`config.mk`:
```
export PLATFORM = sky130hd
export DESIGN_NAME = freq_measure_ctrl_flat
export DESIGN_NICKNAME = d
export VERILOG_FILES = /design/src/rtl/freq_measure_if.sv /design/src/rtl/freq_measure_ctrl.sv /design/src/flat_wrapper.sv
export SDC_FILE = /design/constraint.sdc
export NUM_CORES = 1
export LEC_CHECK = 0
export CAP_MARGIN = 20
export CELL_PAD_IN_SITES_DETAIL_PLACEMENT = 0
export CELL_PAD_IN_SITES_GLOBAL_PLACEMENT = 1
export CORE_MARGIN = 1
export CORE_UTILIZATION = 51
export CTS_CLUSTER_SIZE = 8
export DETAILED_ROUTE_END_ITERATION = 7
export GPL_ROUTABILITY_DRIVEN = 0
export PLACE_DENSITY_LB_ADDON = 0.2
export SLEW_MARGIN = 15
export SYNTH_ARGS = -nofsm -noshare
export SYNTH_HDL_FRONTEND = slang
export SYNTH_SLANG_ARGS = --single-unit
```
`constraint.sdc`:
```
create_clock -name clk -period 6 [get_ports clk]
set_input_delay 1.2 -clock clk [delete_from_list [all_inputs] [get_ports clk]]
set_output_delay 1.2 -clock clk [all_outputs]
set_load 0.01 [all_outputs]
```
`src/rtl/freq_measure_if.sv`:
```
// Result handshake between the frequency-measurement sequencer and the display driver.
interface freq_measure_if #(
  parameter int DIGITS = 8
);
  logic [4*DIGITS-1:0] result_bcd;
  logic                result_valid;
  logic                result_ready;
  logic                overflow;

  modport master (output result_bcd, output result_valid, output overflow, input result_ready);
  modport slave  (input result_bcd, input result_valid, input overflow, output result_ready);
endinterface

```
`src/rtl/freq_measure_ctrl.sv`:
```
// Frequency-meter sequencer: fixed gate window, synchronised edge count,
// binary-to-BCD conversion and valid/ready hand-off of the result.
module freq_measure_ctrl #(
  parameter int GATE_CYCLES = 50_000_000,
  parameter int CNT_W       = 27,
  parameter int DIGITS      = 8
) (
  input  logic           clk,
  input  logic           rst_n,
  input  logic           en,
  input  logic           sig_in,
  freq_measure_if.master res,
  output logic           busy,
  output logic           gate_led
);
  localparam int TW = (GATE_CYCLES > 1) ? $clog2(GATE_CYCLES) : 1;
  localparam int CW = (CNT_W > 1) ? $clog2(CNT_W) : 1;
  localparam int BW = 4 * DIGITS;
  localparam logic [CNT_W-1:0] CNT_MAX = CNT_W'(10**DIGITS - 1);

  typedef enum logic [1:0] {IDLE, GATE, CONVERT, PUBLISH} state_t;

  state_t           state, state_nxt;
  logic             s1, s2, s3, edge_p;
  logic [TW-1:0]    timer;
  logic [CNT_W-1:0] cnt, cnt_nxt;
  logic             cnt_sat, ovf_cnt;
  logic [CW-1:0]    conv_idx;
  logic [CNT_W-1:0] bin_sr;
  logic [BW-1:0]    bcd_sr, bcd_adj;
  logic             gate_last, conv_last, accept, gate_start, conv_start;

  always_comb begin
    edge_p    = s2 & ~s3;
    gate_last = (timer == TW'(GATE_CYCLES - 1));
    conv_last = (conv_idx == CW'(CNT_W - 1));
    accept    = res.result_valid & res.result_ready;
    cnt_sat   = (cnt == CNT_MAX);
    // The final gate cycle's edge must reach the converter, so load from the next count.
    cnt_nxt   = (edge_p && !cnt_sat) ? cnt + 1'b1 : cnt;
  end

  always_ff @(posedge clk or negedge rst_n) begin
    if (!rst_n) state <= IDLE;
    else        state <= state_nxt;
  end

  always_comb begin
    state_nxt = state;
    case (state)
      IDLE:    if (en) state_nxt = GATE;
      GATE:    if (!en) state_nxt = IDLE;
               else if (gate_last) state_nxt = CONVERT;
      CONVERT: if (conv_last) state_nxt = PUBLISH;
      PUBLISH: if (accept) state_nxt = en ? GATE : IDLE;
      default: state_nxt = IDLE;
    endcase
  end

  always_comb begin
    busy       = (state != IDLE);
    gate_start = (state != GATE) && (state_nxt == GATE);
    conv_start = (state == GATE) && (state_nxt == CONVERT);
  end

  always_comb begin
    bcd_adj = bcd_sr;
    for (int unsigned d = 0; d < DIGITS; d++) begin
      if (bcd_sr[4*d +: 4] >= 4'd5) bcd_adj[4*d +: 4] = bcd_sr[4*d +: 4] + 4'd3;
    end
  end

  always_ff @(posedge clk or negedge rst_n) begin
    if (!rst_n) begin
      s1 <= 1'b0;
      s2 <= 1'b0;
      s3 <= 1'b0;
    end else begin
      s1 <= sig_in;
      s2 <= s1;
      s3 <= s2;
    end
  end

  always_ff @(posedge clk or negedge rst_n) begin
    if (!rst_n) begin
      timer    <= '0;
      cnt      <= '0;
      ovf_cnt  <= 1'b0;
      gate_led <= 1'b0;
    end else if (gate_start) begin
      timer    <= '0;
      cnt      <= '0;
      ovf_cnt  <= 1'b0;
      gate_led <= ~gate_led;
    end else if (state == GATE) begin
      timer <= timer + 1'b1;
      cnt   <= cnt_nxt;
      if (edge_p && cnt_sat) ovf_cnt <= 1'b1;
    end
  end

  always_ff @(posedge clk or negedge rst_n) begin
    if (!rst_n) begin
      bin_sr   <= '0;
      bcd_sr   <= '0;
      conv_idx <= '0;
    end else if (conv_start) begin
      bin_sr   <= cnt_nxt;
      bcd_sr   <= '0;
      conv_idx <= '0;
    end else if (state == CONVERT) begin
      {bcd_sr, bin_sr} <= {bcd_adj, bin_sr} << 1;
      conv_idx         <= conv_idx + 1'b1;
    end
  end

  always_ff @(posedge clk or negedge rst_n) begin
    if (!rst_n) begin
      res.result_bcd   <= '0;
      res.result_valid <= 1'b0;
      res.overflow     <= 1'b0;
    end else if (state == PUBLISH) begin
      if (!res.result_valid) begin
        res.result_bcd   <= bcd_sr;
        res.overflow     <= ovf_cnt;
        res.result_valid <= 1'b1;
      end else if (res.result_ready) begin
        res.result_valid <= 1'b0;
      end
    end
  end
endmodule

```
`src/flat_wrapper.sv`:
```
// flat-port wrapper written by rule: the top's interface ports become plain ports
module freq_measure_ctrl_flat 
#(
  parameter int GATE_CYCLES = 50_000_000,
  parameter int CNT_W       = 27,
  parameter int DIGITS      = 8
)
  (clk, rst_n, en, sig_in, busy, gate_led, res_result_bcd, res_result_valid, res_overflow, res_result_ready);
  freq_measure_if #(.DIGITS(DIGITS)) res_i ();
  input  logic clk;
  input  logic rst_n;
  input  logic en;
  input  logic sig_in;
  output logic busy;
  output logic gate_led;
  output wire logic [$bits(res_i.result_bcd)-1:0] res_result_bcd;
  output wire logic [$bits(res_i.result_valid)-1:0] res_result_valid;
  output wire logic [$bits(res_i.overflow)-1:0] res_overflow;
  input wire logic [$bits(res_i.result_ready)-1:0] res_result_ready;
  assign res_result_bcd = res_i.result_bcd;
  assign res_result_valid = res_i.result_valid;
  assign res_overflow = res_i.overflow;
  assign res_i.result_ready = res_result_ready;
  freq_measure_ctrl #(.GATE_CYCLES(GATE_CYCLES), .CNT_W(CNT_W), .DIGITS(DIGITS)) u_core (.clk(clk), .rst_n(rst_n), .en(en), .sig_in(sig_in), .res(res_i), .busy(busy), .gate_led(gate_led));
endmodule
```
# Word-level counts from Yosys, hierarchy flattened
# Cells that the tools add are included.
# Widths: inputs -> output; s select.
# op_classes
n_addsub	11
n_lt_le_gt_ge	8
eq_ne	9
n_mux	31
bitwise	5
reduce_logical	12
# ops
operator	n
$mux 27	5
$mux 32	2
$mux 26	2
$ge 4x3->1 const B	8
$add 4x2->4 const B	7
$mux 4	7
$add 27x1->27 const B	1
$eq 27x27->1 const B	1
$add 26x1->26 const B	1
$eq 26x26->1 const B	1
$mux 2	5
$mux 5	2
$pmux 2 s4	1
$reduce_bool 2->1	4
$eq 2x2->1 const B	3
$mux 1	6
$add 5x1->5 const B	1
$eq 5x5->1 const B	1
$eq 2x1->1 const B	2
$logic_and 1x1->1	4
$reduce_and 2->1	2
$add 3x2->3 const B	1
$mux 3	1
$not 1->1	3
other kinds (4)	5
# totals
ff_bits	158
inputBits	5
output_inout_bits	36
wordCells	90

# Logic depth before layout (Yosys ltp)
# logic_depth
word_depth	8
ltp_mapped	10
mapped_depth_nobuf	7

# Worst setup path after synthesis
# No wires, ideal clock.
# synth_path
path_kind	in2reg
startpoint	input en
endpoint	register u_core.bcd_sr[10]
setup_time_ns	0.133
arrival_time_ns	2.219
setup_slack_ns	3.647
stages	8
n_path_buf	3
path_cell_list	clkbuf_1 > nand3_1 > nor2_2 > a21oi_1 > buf_2 > buf_6 > nand2_1 > o21ai_0
# synth_between
elab_chain_len	6
elab_cells_between_ends	9
classes_between	1 x eq/ne; 6 x mux; 2 x reduce/logical
# synth_lines
item	line_no	source
start, declared	flat_wrapper.sv:12	input logic en;
$mux 1	freq_measure_ctrl.sv:55	PUBLISH: if (accept) state_nxt = en ? GATE : IDLE;
$mux 2	freq_measure_ctrl.sv:55	
$pmux 2 s4 *	freq_measure_ctrl.sv:50	case (state)
$eq 2x2->1 *	freq_measure_ctrl.sv:63	conv_start = (state == GATE) && (state_nxt == CONVERT);
$logic_and 1x1->1 *	freq_measure_ctrl.sv:63	
$mux 32 or $reduce_bool 2->1 (tied branches)	-	
end signal, assigned	freq_measure_ctrl.sv:113	{bcd_sr, bin_sr} <= {bcd_adj, bin_sr} << 1;
end, declared	freq_measure_ctrl.sv:30	logic [BW-1:0] bcd_sr, bcd_adj;
# Every way passes the cells marked *; elsewhere a longest branch is shown, timed or not.
# A chain may end at the register's enable or synchronous reset.

# Final worst setup path
# layout_path
startpoint	register u_core.state[1]
endpoint	output busy
# layout_between
elab_chain_len	1
# layout_lines
item	line_no	source
start, declared	freq_measure_ctrl.sv:23	state_t state, state_nxt;
start signal, assigned	freq_measure_ctrl.sv:45	else state <= state_nxt;
$reduce_bool 2->1	freq_measure_ctrl.sv:61	busy = (state != IDLE);
end, declared	flat_wrapper.sv:14	output logic busy;
# Every way passes these cells.

==> metrics.md <==
| Metric | Value |
|---|---|
| Post-route DRC | 0 |
| Outcome | finished, final reports clean |
| Max Cap Viol | 0 |
| # diodes | 0 |
| Count of input and output buffers | 40 |
| Largest family of logic cells by synthesized area | simple AND/OR/NAND/NOR gates |
| Final Hold Fails | 0 |
| Sequential area share after synthesis | 0.502 |
| Yosys top cell area share | 0.502 |
| Crit end category | output pin |
| Final nets | 856 |
| Top delay family on crit path | buffers and inverters |
| Vias per cell | slightly below 6 |
| GR Util All Layers | 0.219 |
| Crit path from | u_core.state[1] |
| CP max stage delay | 0.53 ns |
| # fillers | 1254 |
| First-pass iteration count of the detailed router | 5 |
| Worst-path clk slew | 0.07 ns |
| Hpwl dp | 10800 µm |
| Power per cell area | between 200 and 300 nW/µm² |
| GRT Residual Overflow | 0 |
| Period utilization | 0.479 |
| CP bufs+invs | 2 |
| Data arrival time of the worst path | 1.68 ns |
| Max FO, Critical Path | 10 |
| CTS Hold Bufs | 0 |
| Max Fclk | approximately 350 MHz |
| Synth Register Bits | 158 |
| Synth area leaders | dfrtp_1 (50%), o21ai_0 (6.5%), nand2_1 (5.1%) |
| Largest net degree at the start of global routing | 112 |
| Fin. max-slew vios | 0 |
| First-pass GRT wire length | 27900 µm |
| Die Area | 15900 µm² |
| Starting DRC count in detailed routing | 411 |
| Post-CTS resize count | 0 |
| Setup TNS | 0 ns |
| Initial Util | 0.520 |
| Commonest cells in the netlist | dfrtp_1 (158), nand2_1 (108), o21ai_0 (103) |
| Initial antenna violation count | 0 |
| H-tree Lvls | 4 |
| Io pins | 41 |
| Setup Buffers After CTS | 0 |
| Sink Count | 158 |
| Synth Area in Adders | 0.0318 |
| Count of unique library cells instantiated by Yosys | 59 |
| Cell breakdown of the critical path | nor2_1 -> inv_1 -> clkdlybuf4s50_1 |
| DRT Wirelength | 16400 µm |
| Vias in the first global route | 5671 |
| Warnings from Yosys | 0 |
| XOR/XNOR share of the synthesized area | 0.0523 |
| Min cycle time layout | around 2.9 ns |
| Later-pin clock latency in the skew report | 0.42 ns |
| Die Ht | 126 µm |
| Post-synthesis compound-gate area fraction | 0.167 |
| Number of CTS-inserted buffers | 17 |
| Synth Area in Simple Gates | 0.184 |
| Critical path class | flop to output pin |
| WHS | 0.369 ns |
| Flip-flop and latch area | 3950 µm² |
| Critical path's slowest cell | dfrtp_1 |
| Synth Net Count | 829 |
| WL/cell | 15.9 µm |
| Unrepaired setup endpoints after global routing | no |
| Clock tree root driver cell | clkbuf_16 |
| Path type of the worst min-delay path | flop to flop |
| Pleak | 3.98 nW |
| Area of the multi-input gates | 3650 µm² |
| CORE AREA | roughly 15000 µm² |
| Post-synth top area cell | dfrtp_1 |
| Count leader, synth | dfrtp_1 |
| Portion of netlist area occupied by mux cells | 0.0270 |
| Die span in x | between 100 and 150 µm |
| Worst-margin pin slew | around 0.96 ns |
| Via count | 5998 |
| Min-delay src | u_core.s1 |
| Final clock skew | around 0.0084 ns |
| Slew Limit Headroom | 0.360 |
| Netlist Area Pre-Place | 7880 µm² |
| Post-synth EDFFs | 0 |
| Synth-to-layout area growth | 15.5% |
| Max IR drop VDD | approximately 0.00020 V |
| Number of placement rows | between 40 and 50 |
| Ys async rst share | 1.00 |
| CP required | 4.80 ns |
| Post-route ant nets | 0 |
| Synthesized instance count | about 800 |
| Worst Setup Start Kind | flop |
| CTS Buffer Depth | 2 |
| R2r startpoint | u_core.cnt[0] |
| Avg Inst Size Synth | 9.80 µm² |
| Setup violations, final | 0 |
| CTS tree | built |
| Most used DFF post-synth | dfrtp_1 |
| Ratio of cells with drive above 1 in the final layout | 0.0936 |
==> flip-flops by register name (all words and copies together) (netlist names) <==
register and count:
u_core.bcd_sr 32, u_core.res.result_bcd 32, u_core.bin_sr 27, u_core.cnt 27, u_core.timer 26, u_core.conv_idx 5, u_core.state 2, u_core.gate_led 1
u_core.ovf_cnt 1, u_core.res.overflow 1, u_core.res.result_valid 1, u_core.s1 1, u_core.s2 1, u_core.s3 1
==> area by class of cell <==
cell class | instances | share of cell area
clock buffer | 19 | 0.0498
inverter | 23 | 0.00949
timing repair buffer | 49 | 0.0560
multi-input combinational | 582 | 0.401
sequential | 158 | 0.435
tap | 188 | 0.0259
clock inverter | 13 | 0.0230
==> metal layers <==
metal  track usage  wire (µm)
met5             0          0
met4        0.0567        131
met3        0.0476        544
met1         0.305       7900
met2         0.349       7820
==> kinds of logic after synthesis <==
family,after synthesis
DFF,158
buffers and inverters,64
adders and majority gates,20
and+or+nand+nor,272
AOI/OAI and AO/OA,224
muxes,19
xor gates and xnor gates,47
==> report_power, final <==
part           internal, W   total, W  switching, W
combinational    0.0000348  0.0000947     0.0000599
sequential         0.00108    0.00110     0.0000191
clock             0.000762    0.00120      0.000438
==> layout by cell type (no fill, tap or decap), types with 19 or more instances in the layout <==
| master | instances |
|---|---|
| a22oi_1 | 19 |
| a21oi_1 | 33 |
| dfrtp_1 | 158 |
| xor2_1 | 27 |
| nand3_1 | 48 |
| inv_1 | 23 |
| nor2_1 | 27 |
| o21ai_0 | 102 |
| nand2_1 | 108 |
| clkdlybuf4s50_1 | 39 |
| ha_1 | 20 |
| xnor2_1 | 20 |
==> worst paths after layout <==
path	cells after the start	endpoint	slack, ns
hold / removal	0	u_core.s2	0.37
setup / recovery	3	busy	3.12
hold reg to reg	0	u_core.s2	0.37
min in group asynchronous	1	u_core.timer[20]	0.63
setup reg to reg	7	u_core.cnt[7]	3.46
max in group asynchronous	2	u_core.cnt[14]	4.46
==> metrics by stage <==
stage / setup slack [ns] / instances / instance area, µm² / utilization / total power [W]
6_report: 3.12 / 1032 / 9100 / 0.601 / 0.00239
2_1_floorplan: 3.65 / 804 / 7880 / - / 0.00116
4_1_cts: 3.11 / 1030 / 9040 / 0.597 / 0.00241
5_1_grt: 2.97 / 1032 / 9100 / 0.601 / 0.00247
3_3_place_gp: 2.83 / 998 / 8380 / 0.553 / 0.00121
3_5_place_dp: 2.76 / 998 / 8380 / 0.553 / 0.00121
Power figures use the tool's default switching activity.
